**src/rtl/if_stage_pkg.sv**
```systemverilog
// Shared constants and types for the MIPS instruction-fetch stage.
// Optional feature macro used by the top: IF_PERF_CNT_EN (performance counters).
package if_stage_pkg;

   // Bubble word: sll $0,$0,0
   localparam logic [31:0] DEFAULT_NOP_INSTR = 32'h0000_0000;

   // Byte distance between sequential instructions
   localparam int unsigned PC_INC = 4;

   // Saturation ceiling for the performance counters
   localparam logic [31:0] CNT_MAX = 32'hFFFF_FFFF;

   // Fetch-stage control FSM
   typedef enum logic {
      S_BOOT = 1'b0,
      S_RUN  = 1'b1
   } state_t;

   // Action the IF/ID register takes on the next edge
   typedef enum logic [1:0] {
      IFID_HOLD   = 2'd0,
      IFID_BUBBLE = 2'd1,
      IFID_LOAD   = 2'd2
   } ifid_op_t;

   // Counter increment that sticks at all-ones instead of wrapping
   function automatic logic [31:0] sat_inc(input logic [31:0] value);
      return (value == CNT_MAX) ? value : value + 32'd1;
   endfunction

endpackage

```
**src/rtl/if_id_reg.sv**
```systemverilog
// IF/ID pipeline register: flush beats hold, hold beats memory-wait bubble,
// otherwise the fetched instruction and its PC+4 are captured as valid.
module if_id_reg
   import if_stage_pkg::*;
#(
   parameter int unsigned       ADDR_W    = 32,
   parameter logic [31:0]       NOP_INSTR = DEFAULT_NOP_INSTR
)(
   input  logic              clk_i,
   input  logic              rst_i,
   input  logic              enable,
   input  logic              flush,
   input  logic              write,
   input  logic              ready,
   input  logic [31:0]       fetch_instr,
   input  logic [ADDR_W-1:0] fetch_pc4,
   output logic [31:0]       instr,
   output logic [ADDR_W-1:0] pc4,
   output logic              valid
);

   ifid_op_t op;

   // Select the register action from the stage controls in priority order
   always_comb begin
      // NOTE: default assigned first so every path drives op and no latch is inferred.
      op = IFID_HOLD;
      if (enable) begin
         if (flush)       op = IFID_BUBBLE;
         else if (!write) op = IFID_HOLD;
         else if (!ready) op = IFID_BUBBLE;
         else             op = IFID_LOAD;
      end
   end

   // Register update; reset leaves a bubble in place
   always_ff @(posedge clk_i) begin
      // NOTE: non-blocking assignments so all flops sample pre-edge values together.
      if (rst_i) begin
         instr <= NOP_INSTR;
         pc4   <= '0;
         valid <= 1'b0;
      end else begin
         case (op)
            IFID_BUBBLE: begin
               instr <= NOP_INSTR;
               pc4   <= '0;
               valid <= 1'b0;
            end
            IFID_LOAD: begin
               instr <= fetch_instr;
               pc4   <= fetch_pc4;
               valid <= 1'b1;
            end
            default: ;
         endcase
      end
   end

endmodule

```
**src/rtl/if_fetch_stage.sv**
```systemverilog
// Instruction-fetch stage: PC register, boot/run FSM, instruction-memory
// request and the IF/ID register. Define IF_PERF_CNT_EN to build the
// stall/flush/fetch counters; otherwise the counter ports read zero.
module if_fetch_stage
   import if_stage_pkg::*;
#(
   parameter int unsigned       ADDR_W    = 32,
   parameter logic [ADDR_W-1:0] RESET_PC  = '0,
   parameter logic [31:0]       NOP_INSTR = DEFAULT_NOP_INSTR
)(
   input  logic              clk_i,
   input  logic              rst_i,
   input  logic              PC_Write,
   input  logic              IF_ID_Write,
   input  logic              IF_Flush,
   input  logic              PCSrc,
   input  logic [ADDR_W-1:0] branch_target_i,
   output logic              imem_req_o,
   output logic [ADDR_W-1:0] imem_addr_o,
   input  logic [31:0]       imem_data_i,
   input  logic              imem_ready_i,
   output logic [ADDR_W-1:0] pc_o,
   output logic [ADDR_W-1:0] IF_ID_pc4_o,
   output logic [31:0]       IF_ID_instr_o,
   output logic              IF_ID_valid_o,
   output logic              misalign_err_o,
   output logic [31:0]       stall_cnt_o,
   output logic [31:0]       flush_cnt_o,
   output logic [31:0]       fetch_cnt_o
);

   state_t            state, state_next;
   logic              run;
   logic [ADDR_W-1:0] pc, pc_next, pc_plus4;
   logic              misalign, misalign_next;

   assign pc_plus4    = pc + ADDR_W'(PC_INC);
   assign pc_o        = pc;
   assign imem_addr_o = pc;

   // FSM state register
   always_ff @(posedge clk_i) begin
      if (rst_i) state <= S_BOOT;
      else       state <= state_next;
   end

   // FSM next state and request output; boot lasts exactly one cycle
   always_comb begin
      state_next = S_RUN;
      run        = (state == S_RUN);
      imem_req_o = run && !PCSrc;
   end

   // Next PC: redirect beats stall beats memory wait beats sequential advance
   always_comb begin
      pc_next       = pc;
      misalign_next = misalign;
      if (run) begin
         if (PCSrc) begin
            pc_next = {branch_target_i[ADDR_W-1:2], 2'b00};
            if (branch_target_i[1:0] != 2'b00) misalign_next = 1'b1;
         end else if (PC_Write && imem_ready_i) begin
            pc_next = pc_plus4;
         end
      end
   end

   // PC and sticky misalignment flag
   always_ff @(posedge clk_i) begin
      if (rst_i) begin
         pc       <= RESET_PC;
         misalign <= 1'b0;
      end else begin
         pc       <= pc_next;
         misalign <= misalign_next;
      end
   end

   assign misalign_err_o = misalign;

   // A redirect squashes whatever is being fetched, same as an explicit flush
   if_id_reg #(
      .ADDR_W    (ADDR_W),
      .NOP_INSTR (NOP_INSTR)
   ) u_if_id_reg (
      .clk_i       (clk_i),
      .rst_i       (rst_i),
      .enable      (run),
      .flush       (IF_Flush | PCSrc),
      .write       (IF_ID_Write),
      .ready       (imem_ready_i),
      .fetch_instr (imem_data_i),
      .fetch_pc4   (pc_plus4),
      .instr       (IF_ID_instr_o),
      .pc4         (IF_ID_pc4_o),
      .valid       (IF_ID_valid_o)
   );

`ifdef IF_PERF_CNT_EN
   logic [31:0] stall_cnt, flush_cnt, fetch_cnt;
   logic        stall_ev, flush_ev, fetch_ev;

   assign flush_ev = run && (IF_Flush || PCSrc);
   assign stall_ev = run && !PCSrc && (!PC_Write || !imem_ready_i);
   assign fetch_ev = run && !IF_Flush && !PCSrc && IF_ID_Write && imem_ready_i;

   // Saturating event counters
   always_ff @(posedge clk_i) begin
      if (rst_i) begin
         stall_cnt <= '0;
         flush_cnt <= '0;
         fetch_cnt <= '0;
      end else begin
         if (stall_ev) stall_cnt <= sat_inc(stall_cnt);
         if (flush_ev) flush_cnt <= sat_inc(flush_cnt);
         if (fetch_ev) fetch_cnt <= sat_inc(fetch_cnt);
      end
   end

   assign stall_cnt_o = stall_cnt;
   assign flush_cnt_o = flush_cnt;
   assign fetch_cnt_o = fetch_cnt;
`else
   assign stall_cnt_o = '0;
   assign flush_cnt_o = '0;
   assign fetch_cnt_o = '0;
`endif

endmodule
```
**config.mk**
```make
export PLATFORM = sky130hd
export DESIGN_NAME = if_fetch_stage
export DESIGN_NICKNAME = d
export VERILOG_FILES = /design/src/rtl/if_stage_pkg.sv /design/src/rtl/if_id_reg.sv /design/src/rtl/if_fetch_stage.sv
export SDC_FILE = /design/constraint.sdc
export NUM_CORES = 1
export LEC_CHECK = 0
export CELL_PAD_IN_SITES_DETAIL_PLACEMENT = 1
export CELL_PAD_IN_SITES_GLOBAL_PLACEMENT = 1
export CORE_MARGIN = 2
export CORE_UTILIZATION = 29
export CTS_BUF_LIST = sky130_fd_sc_hd__clkbuf_16
export DETAILED_ROUTE_END_ITERATION = 6
export PLACE_DENSITY = 0.91
export SETUP_SLACK_MARGIN = 0.5
export SYNTH_ARGS = -nofsm -noshare
export SYNTH_HDL_FRONTEND = slang
export SYNTH_SLANG_ARGS = --single-unit
export TNS_END_PERCENT = 10
```
**constraint.sdc**
```tcl
create_clock -name clk_i -period 6.4 [get_ports clk_i]
set_input_delay 0.96 -clock clk_i [delete_from_list [all_inputs] [get_ports clk_i]]
set_output_delay 0.96 -clock clk_i [all_outputs]
set_load 0.1 [all_outputs]
```
==> After elaboration in Yosys (flattened, before gate mapping) <==
Cells that the tools add are included.
{ "totals": {"wordCells": 28, "input_bits": 71, "reg_bits": 99} }
{ "op_classes": {"n_eq_ne": 2, "addsub": 1, "bitwise_logic": 1, "muxes": 10, "n_reduce_logical": 8} }
{ "ops": {"columns": ["cell", "count"], "rows": [
  ["32-bit case mux with 2 select lines", 2],
  ["32-bit two-way mux", 2],
  ["32-bit by 3-bit adder with 32-bit output, second input constant", 1],
  ["2-bit two-way mux", 4],
  ["2-bit nonzero test", 3],
  ["3-bit AND reduction", 1],
  ["2-bit by 1-bit == test with 1-bit output, second input constant", 1],
  ["2-bit == test, second input constant", 1],
  ["1-bit logical AND", 2],
  ["1-bit case mux with 2 select lines", 1],
  ["2-bit AND reduction", 1],
  ["1-bit zero test", 1],
  ["1-bit two-way mux", 1],
  ["1-bit bitwise OR", 1]
]} }

==> Depth between registers and ports, before layout <==
Gate-level depths: netlist of run 1.
{ "logic_depth": {"ltp_word": 6, "depth_mapped": 11} }

==> Hierarchy <==
A second synthesis of run 1 with hierarchy kept.
{ "unflattened": {"hier_cells": 740, "area_unflattened_um2": 5963.2} }
{ "modules_own_cells": {"columns": ["mod", "cells_each", "area_per_inst_um2", "seq_area_each_um2", "instances"], "rows": [
  ["if_fetch_stage", 448, 3399.5, 640.6, 1],
  ["if_id_reg", 292, 2563.7, 1301.2, 1]
]} }

==> Worst setup path before layout of run 1 <==
Ideal clock, no wire load.
{ "synth_timing": {"path_type": "input to output", "from": "in PCSrc", "to": "out imem_req_o", "path_stages": 4, "arrival_ps": 2848, "setup_slack_ps": 2592, "path_cell_list": "buf_2 > clkbuf_1 > buf_1 > nor2b_1"} }
{ "synth_via": {"elab_chain_cells": 2} }
{ "synth_lines": {"columns": ["element", "line_no", "source"], "rows": [
  ["start: declaration", "if_fetch_stage.sv:16", "input logic PCSrc,"],
  ["1-bit zero test", "if_fetch_stage.sv:51", "imem_req_o = run && !PCSrc;"],
  ["1-bit logical AND", "if_fetch_stage.sv:51", null],
  ["end: declaration", "if_fetch_stage.sv:18", "output logic imem_req_o,"]
]} }
No other way between the ends.

==> Final worst setup path of run 1 <==
{ "layout_timing": {"from": "in imem_ready_i", "to": "reg u_if_id_reg.pc4[9]"} }
{ "layout_via": {"elab_chain_cells": 6} }
{ "layout_lines": {"columns": ["element", "line_no", "source"], "rows": [
  ["start: declaration", "if_fetch_stage.sv:21", "input logic imem_ready_i,"],
  ["2-bit two-way mux (*)", "if_id_reg.sv:31", "else if (!ready) op = IFID_BUBBLE;"],
  ["2-bit two-way mux (*)", "if_id_reg.sv:30", "else if (!write) op = IFID_HOLD;"],
  ["2-bit two-way mux (*)", "if_id_reg.sv:29", "if (flush) op = IFID_BUBBLE;"],
  ["2-bit two-way mux (*)", "if_id_reg.sv:28", "if (enable) begin"],
  ["2-bit == test or 2-bit by 1-bit == test with 1-bit output (tied branches)", "if_id_reg.sv:44", "case (op)"],
  ["32-bit case mux with 2 select lines or 2-bit nonzero test (tied branches)", null, null],
  ["end signal: assignment", "if_id_reg.sv:52", "pc4 <= fetch_pc4;"],
  ["end: declaration", "if_id_reg.sv:18", "output logic [ADDR_W-1:0] pc4,"]
]} }
Mark *: on every way between the ends. The rest lies on a longest branch, timed or not.
A chain may end at the register's enable or synchronous reset.

==> impl_metrics.toml, run 1 <==
[status]
outcome = "finished clean"

[worst_setup_path]
critPathRequiredTime_ps = 6670
critPathMaxFanout = 44
r2r_cells = 8
endpoint_kind = "register"
arrival_ps = 4140
worstSetupStartpointType = "input port"
critPathKind = "in2reg"

[yosys]
synth.largest_area_cell = "dfxtp_1"
avgSynthCellArea_um2 = 8.099
synth_warnings = 0
synth_edf_count = 0
syn-instance-count = 675
seq_area_frac_synth_pct = 34.79
synth_top_area_share_pct = 34.79
synth-async-reset-ratio_pct = 0
synth_seq_cells = 95
synth_cell_types = 54
syn_area_mm2 = 0.005466
ys_top_cells_by_area = "dfxtp_1 35%, buf_4 18%, a22oi_1 6.0%"
synth_ff_type = "dfxtp_1"

[min_path]
hold_depth = 2
hp-class = "reg2reg"

[detailed_routing]
first_iter_violations = 295
vias_per_cell = 4.829
avgRoutedWirePerCell_um = 17.25
route.detailed.drc = 0
dr.pass1.iters = 4
routed_wl_mm = 18.08
detail-route-antenna-nets = 0
num_vias = 5061

[sta]
tns_ps = 0
post-route-period-util_pct = 60.43
drv_slew = 0
slew_headroom_pct = 29.66
setup_violations = 0
hold_viol = 0
fmax_ghz = 0.2586
tightest_slew_ps = 1052
fin_skew_ps = 9.134
rsz0062_at_grt = "no"
period_minus_slack_ps = 3867

[power]
clockPowerShare_pct = 31.1
power.total_mw = 1.747
p_sw_mw = 0.7739
power_frac_comb_pct = 33.0
internal-power_mw = 0.9733
powerDensity_mw_per_mm2 = 240.8
ir_drop_mv = 0.1285
p_seq_share_pct = 35.9
swShare_pct = 44.29
power_leakage_nw = 2.591

[floorplanning]
io_pins = 298
fp.dieW_um = 141.3
rows = 50
coreArea_mm2 = 0.01858
start_util_pct = 29.42
dieArea_mm2 = 0.01996
die_y_um = 141.3

[finish]
final_cell_mix = "193 x clkdlybuf4s50_1, 102 x conb_1, 95 x dfxtp_1"
antennaDiodeCount = 0
drive_gt1_share_pct = 4.545
final_common_cell = "clkdlybuf4s50_1"
layout.nets = 882
area_delta_synth_final_pct = 32.75

[placement]
gp_congestion = 0.8429
hpwl_mm = 13.27
port_buffers = 195

[cts]
clkLatencyLatePin_ps = 360
cts_tree = "built"
clk_pin_slew_ps = 80
clock_sinks = 95
cts_resized = 0
postCtsSetupBuffers = 0
hold_buffers = 0
cts_buffers = 9
htreeDepth = 3
cts_root_buf = "clkbuf_16"
clock_path_buffers = 2

[job]
cap_viol_max_count = 0

[grt]
grt_overflow_total = 0
antenna_found_initial = 0
grt_max_degree = 76
grt_pass1_wl_mm = 27.61
grt_pass1_vias = 5021
grt_usage_pct = 17.56
-- worst max-delay path, cell delays in order --
cell and delay (ps):
clkdlybuf4s50_1 510, nor2b_1 60, o31ai_1 210, ha_1 270, buf_4 280, nor2b_4 810
nand2_1 660, o21ai_0 350
-- logic make-up (layout without fill, tap and decap cells) --
group / after synthesis / count (layout) / synth area share, %
simple gates: 210 / 210 / 18.88
buf+inv: 185 / 223 / 22.13
compound gates: 150 / 150 / 18.45
flops: 95 / 95 / 34.79
xor+xnor: 28 / 28 / 4.486
mux: 4 / 4 / 0.7325
fa+ha+maj: 2 / 2 / 0.4577
other cells: 1 / 102 / 0.06860
-- synth_stat cells, drive strengths merged, types with 6 or more instances --
library cell and instances:
dfxtp 95, nor2 69, nor2b 6, a21oi 16, xor2 11, xnor2 17, buf 151, a31oi 10
a32o 8, nand3 26, o21ai 41, nor3 9, o31ai 9, a22oi 44, and3 7, nand4 9
clkbuf 30, nand2 59
-- power by group through the flow --
stage / Clock (mW) / Sequential [mW] / Combinational [mW]
after floorplan: 0 / 0.704 / 0.461
after global placement: 0 / 0.640 / 0.571
after detailed placement: 0 / 0.641 / 0.574
after CTS: 0.559 / 0.627 / 0.576
after global routing: 0.589 / 0.630 / 0.594
final: 0.544 / 0.627 / 0.577
-- final timing paths --
check / startpoint / to / slack [ps]
worst max-delay path: imem_ready_i / u_if_id_reg.pc4[9]$_SDFFE_PP0P_ / 2530
worst min-delay path: u_if_id_reg.pc4[31]$_SDFFE_PP0P_ / u_if_id_reg.pc4[31]$_SDFFE_PP0P_ / 450
worst max register to register: run$_DFF_P_ / u_if_id_reg.pc4[9]$_SDFFE_PP0P_ / 3130
worst min register to register: u_if_id_reg.pc4[31]$_SDFFE_PP0P_ / u_if_id_reg.pc4[31]$_SDFFE_PP0P_ / 450
-- layer usage --
layer / global-route usage, % / vias to the layer above / part of all wire [%]
met4: 6.737 / 0 / 2.7
met2: 30.94 / 212 / 50
met3: 4.455 / 32 / 7.3
met5: 0 / - / 0
li1: - / 2384 / -
met1: 20.48 / 2433 / 40
-- state kept, by name, summed over array words and instances (netlist names) --
name and cells:
misalign_err_o 1, u_if_id_reg.pc4 30, u_if_id_reg.valid 1, imem_addr_o 30, u_if_id_reg.instr 32, run 1
-- final cells by class --
cell class | instances | area [um2]
clock buffer | 9 | 225.2
clock inverter | 7 | 75.07
fill | 2192 | 11320
inverter | 4 | 15.01
multi-input combinational | 496 | 2745
sequential | 95 | 1902
tap | 234 | 292.8
timing repair buffer | 203 | 2002
-- through the flow --
| step | utilization (%) | cell area (um2) | hold WS (ps) | setup slack [ps] | cells |
|---|---|---|---|---|---|
| global placement | 37.44 | 6957 | 434.3 | 2235 | 1032 |
| finish | 39.06 | 7257 | 451.4 | 2533 | 1048 |
| global route | 39.06 | 7257 | 485.4 | 2259 | 1048 |
| floorplan | - | 5846 | 636.9 | 2592 | 776 |
| detailed placement | 37.44 | 6957 | 446.7 | 2092 | 1032 |
| CTS | 39.06 | 7257 | 456.5 | 2488 | 1048 |
Power figures use the tool's default switching activity.
==> run 2: changes to the inputs <==
CORE_UTILIZATION = 25   (was 29)
PLACE_DENSITY = 0.83   (was 0.91)
clock period = 3.5 ns   (was 6.4 ns; I/O delays follow)
==> impl_metrics.toml, run 2 (synthesized netlist as in run 1, its figures left out) <==
[status]
outcome = "finished clean"

[grt]
antenna_found_initial = 1
grt_pass1_vias = 5011
grt_usage_pct = 15.82
grt_pass1_wl_mm = 29.23
grt_overflow_total = 0
grt_max_degree = 51

[placement]
gp_congestion = 0.7736
port_buffers = 195
placed_cells = 1083
hpwl_mm = 13.98

[worst_setup_path]
critPathKind = "reg2out"
crit_chain = "clkdlybuf4s50_1"
rrSetupSlack_ps = 1080
worstSetupStartpointType = "register"
critPathMaxFanout = 10
endpoint_kind = "primary output"
cp_slowest_cell = "clkdlybuf4s50_1"
max_stage_delay_ps = 1220
cp_num_buf_inv = 1
reg2reg_from = "imem_addr_o[2]$_SDFFE_PP0P_"
r2r_cells = 6
arrival_ps = 2140
r2r_end = "imem_addr_o[30]$_SDFFE_PP0P_"
critPathRequiredTime_ps = 2970
crit_family = "buffers and inverters"

[cts]
cts_buffers = 9
cts_root_buf = "clkbuf_16"
clock_sinks = 95
clk_pin_slew_ps = 70
clock_path_buffers = 2
htreeDepth = 3
postCtsSetupBuffers = 0
cts_tree = "built"
hold_buffers = 0
cts_resized = 0
clkLatencyLatePin_ps = 350

[floorplanning]
coreArea_mm2 = 0.02162
rows = 54
io_pins = 298
die_y_um = 151.9
start_util_pct = 25.28
dieArea_mm2 = 0.02306
fp.dieW_um = 151.9

[power]
ir_drop_mv = 0.1987
power_frac_comb_pct = 32.1
power_leakage_nw = 2.673
internal-power_mw = 1.902
p_sw_mw = 1.392
powerDensity_mw_per_mm2 = 450.5
clockPowerShare_pct = 33.2
p_seq_share_pct = 34.8
swShare_pct = 42.26

[detailed_routing]
avgRoutedWirePerCell_um = 17.17
dr.pass1.iters = 4
detail-route-antenna-nets = 0
route.detailed.drc = 0
routed_wl_mm = 18.89
vias_per_cell = 4.654
num_vias = 5119
first_iter_violations = 309

[sta]
fmax_ghz = 0.3758
slew_headroom_pct = 31.41
drv_slew = 0
tns_ps = 0
post-route-period-util_pct = 76.03
hold_ws_ps = 453.0
rsz0062_at_grt = "no"
hold_viol = 0
setup_violations = 0
period_minus_slack_ps = 2661
fin_skew_ps = 8.152
tightest_slew_ps = 1026

[finish]
final_cell_mix = "169 x clkdlybuf4s50_1, 102 x conb_1, 95 x dfxtp_1"
stdcell_count = 1100
fill_cells = 2580
layout.nets = 887
seqCellArea_mm2 = 0.001902
regMostFlops = "u_if_id_reg.instr"
final_common_cell = "clkdlybuf4s50_1"
area_delta_synth_final_pct = 33.78
multiInputGateArea_mm2 = 0.002743
largest_reg_flops = 32
drive_gt1_share_pct = 8.059

[min_path]
hold_end = "u_if_id_reg.pc4[31]$_SDFFE_PP0P_"
hold_depth = 2
hp-class = "reg2reg"
hp-start = "u_if_id_reg.pc4[31]$_SDFFE_PP0P_"

[job]
cap_viol_max_count = 0
## run 2: cell types whose count changed in the layout (fill, tap and decap cells not counted), moves of 2 or more
cell	before	now
clkinv_8	2	0
bufinv_16	0	2
nor2b_2	0	2
buf_4	8	37
inv_6	4	1
clkdlybuf4s50_1	193	169
## run 2: how the worst max path moves through the flow
stage / from / end / slack [ps] / cells after the start
floorplan: PCSrc / imem_req_o / 560 / 4
global placement: IF_ID_Write / u_if_id_reg.pc4[15]$_SDFFE_PP0P_ / 900 / 8
detailed placement: imem_ready_i / u_if_id_reg.pc4[25]$_SDFFE_PP0P_ / 800 / 7
CTS: imem_addr_o[20]$_SDFFE_PP0P_ / pc_o[20] / 840 / 1
global route: imem_addr_o[20]$_SDFFE_PP0P_ / pc_o[20] / 780 / 1
finish: imem_addr_o[20]$_SDFFE_PP0P_ / pc_o[20] / 840 / 1
## run 2: per-layer routing
metal  part of all wire, %  vias to the layer above  track usage, %
met5                     0                        -               0
met2                    48                      193           26.60
li1                      -                     2389               -
met3                   6.1                       26           3.337
met1                    44                     2511           19.96
met4                   2.1                        0           5.874
## run 2: stage by stage
| stage | setup WS (ps) | power (mW) | util, % | cell area, um2 |
|---|---|---|---|---|
| floorplan | 562.1 | 2.130 | - | 5846 |
| global placement | 903.9 | 2.218 | 32.33 | 6989 |
| detailed placement | 802.0 | 2.224 | 32.33 | 6989 |
| CTS | 836.8 | 3.312 | 33.81 | 7311 |
| global route | 778.5 | 3.399 | 33.81 | 7311 |
| finish | 839.0 | 3.294 | 33.83 | 7313 |
## run 2: final cells by class
class | count | share of cell area (%)
timing repair buffer | 208 | 27.07
tap | 280 | 4.790
multi-input combinational | 496 | 37.50
inverter | 4 | 0.2053
clock inverter | 7 | 1.317
clock buffer | 9 | 3.080
sequential | 95 | 26.01
antenna | 1 | 0.03422
## run 2: power groups by stage
stage / logic (mW) / clock network [mW] / registers [mW]
after global routing: 1.08 / 1.16 / 1.15
final: 1.06 / 1.09 / 1.15
after global placement: 1.05 / 0 / 1.17
after CTS: 1.05 / 1.11 / 1.15
after floorplan: 0.842 / 0 / 1.29
after detailed placement: 1.05 / 0 / 1.17
## run 2: worst reg2reg max path: stages (launching register included)
cell and delay, ps:
dfxtp_1 480, ha_1 350, and4_1 370, nand4_1 270, nor4_2 490, mux2i_1 250, a31oi_1 90
==> run 3: changes to the inputs <==
CORE_UTILIZATION = 27   (was 25)
PLACE_DENSITY = 0.86   (was 0.83)
clock period = 2.6 ns   (was 3.5 ns; I/O delays follow)
==> impl_metrics.toml, run 3 (synthesized netlist as in run 1, its figures left out) <==
[cts]
clock_path_buffers = 2
cts_buffers = 9
clkLatencyLatePin_ps = 350
cts_tree = "built"
cts_root_buf = "clkbuf_16"
clock_sinks = 95
htreeDepth = 3
clk_pin_slew_ps = 70

[sta]
period_minus_slack_ps = 2035
hold_viol = 0
post-route-period-util_pct = 78.25
drv_slew = 0
tns_ps = 0
slew_headroom_pct = 66.37
rsz0062_at_grt = "yes"
fin_ws_ps = 565.4
tightest_slew_ps = 500.7
fmax_ghz = 0.4915
fin_skew_ps = 7.320
setup_violations = 0

[job]
cap_viol_max_count = 0

[status]
outcome = "finished clean"

[power]
ir_drop_mv = 0.3733
powerDensity_mw_per_mm2 = 599.4
power_leakage_nw = 2.985

[finish]
stdcell_area_mm2 = 0.007269
postLayoutCoreUtil_pct = 36.28
final_cell_mix = "146 x buf_4, 102 x conb_1, 68 x nor2_1, 68 x dfxtp_1, 68 x clkdlybuf4s50_1"
fill_cells = 2440
area_delta_synth_final_pct = 32.98
drive_gt1_share_pct = 24.82
regMostFlops = "u_if_id_reg.instr"
largest_reg_flops = 32
stdcell_count = 1101
final_common_cell = "buf_4"
layout.nets = 898

[floorplanning]
start_util_pct = 27.28
coreArea_mm2 = 0.02004
rows = 52
dieArea_mm2 = 0.02140
fp.dieW_um = 146.3
io_pins = 298
die_y_um = 146.3

[worst_setup_path]
critPathRequiredTime_ps = 2850
endpoint_kind = "register"
arrival_ps = 2280
worstSetupStartpointType = "register"
critPathKind = "reg2reg"
critPathMaxFanout = 10

[grt]
grt_overflow_total = 0
grt_pass1_wl_mm = 28.50
grt_pass1_vias = 5079
antenna_found_initial = 0
grt_usage_pct = 16.74
grt_max_degree = 48

[detailed_routing]
avgRoutedWirePerCell_um = 16.77
vias_per_cell = 4.623
num_vias = 5090
routed_wl_mm = 18.46
first_iter_violations = 231
dr.pass1.iters = 4
detail-route-antenna-nets = 0
route.detailed.drc = 0

[placement]
pre_cts_ws_ps = 243.8
placed_area_mm2 = 0.006925
port_buffers = 195
hpwl_mm = 13.93
gp_congestion = 0.8228
placed_cells = 1082

[min_path]
hp-class = "in2reg"
-- run 3: metrics by stage --
| step | hold WS [ps] | power [mW] |
|---|---|---|
| 4_1_cts | 350.1 | 4.394 |
| 2_1_floorplan | 534.1 | 2.869 |
| 3_5_place_dp | 444.5 | 2.994 |
| 6_report | 347.9 | 4.357 |
| 3_3_place_gp | 438.3 | 2.981 |
| 5_1_grt | 367.3 | 4.507 |
-- run 3: area by class of cell --
type | instances | area, um2 | area share (%)
diodes | 1 | 2.502 | 0.03442
clock inverters | 6 | 56.30 | 0.7745
inverters | 4 | 15.01 | 0.2065
flip-flops and latches | 95 | 1986 | 27.31
repair buffers | 219 | 1847 | 25.40
well taps | 270 | 337.8 | 4.647
multi-input cells | 496 | 2775 | 38.18
clock buffers | 10 | 250.2 | 3.442
-- run 3: path summary, 6_finish.rpt --
check	from	end	slack [ps]	cells past startpoint
setup / recovery	imem_addr_o[2]$_SDFFE_PP0P_	imem_addr_o[22]$_SDFFE_PP0P_	570	7
setup reg to reg	imem_addr_o[2]$_SDFFE_PP0P_	imem_addr_o[22]$_SDFFE_PP0P_	570	7
hold reg to reg	u_if_id_reg.pc4[16]$_SDFFE_PP0P_	u_if_id_reg.pc4[16]$_SDFFE_PP0P_	460	2
hold / removal	rst_i	imem_addr_o[28]$_SDFFE_PP0P_	350	2
-- run 3: critical path: stages, from the launching register on --
cell,delay [ps]
dfxtp_4,410
ha_2,280
and4_1,260
nand4_1,210
buf_4,220
nor4_1,280
o21ai_0,130
o2111a_1,140
-- run 3: what timing repair did --
item | 4_1_cts | 5_1_grt
setup buffers | 1 | 1
pin swaps | 1 | 2
hold endpoints to repair | 0 | 0
endpoints found under the setup margin | 2 | 8
hold buffers | 0 | 0
gates resized for setup | 0 | 3
-- run 3: metal layers --
layer,GRT usage [%],wire (um)
met5,0,0
met4,4.660,224
met3,4.125,1158
met2,29.76,9309
met1,20.08,7768
-- run 3: power breakdown --
| group | internal [mW] | switching, mW | leakage, nW | total, mW |
|---|---|---|---|---|
| Sequential | 1.47 | 0.0641 | 0.787 | 1.54 |
| Clock | 0.799 | 0.594 | 0.155 | 1.39 |
| Combinational | 0.237 | 1.19 | 2.04 | 1.43 |
| Total | 2.51 | 1.85 | 2.98 | 4.36 |
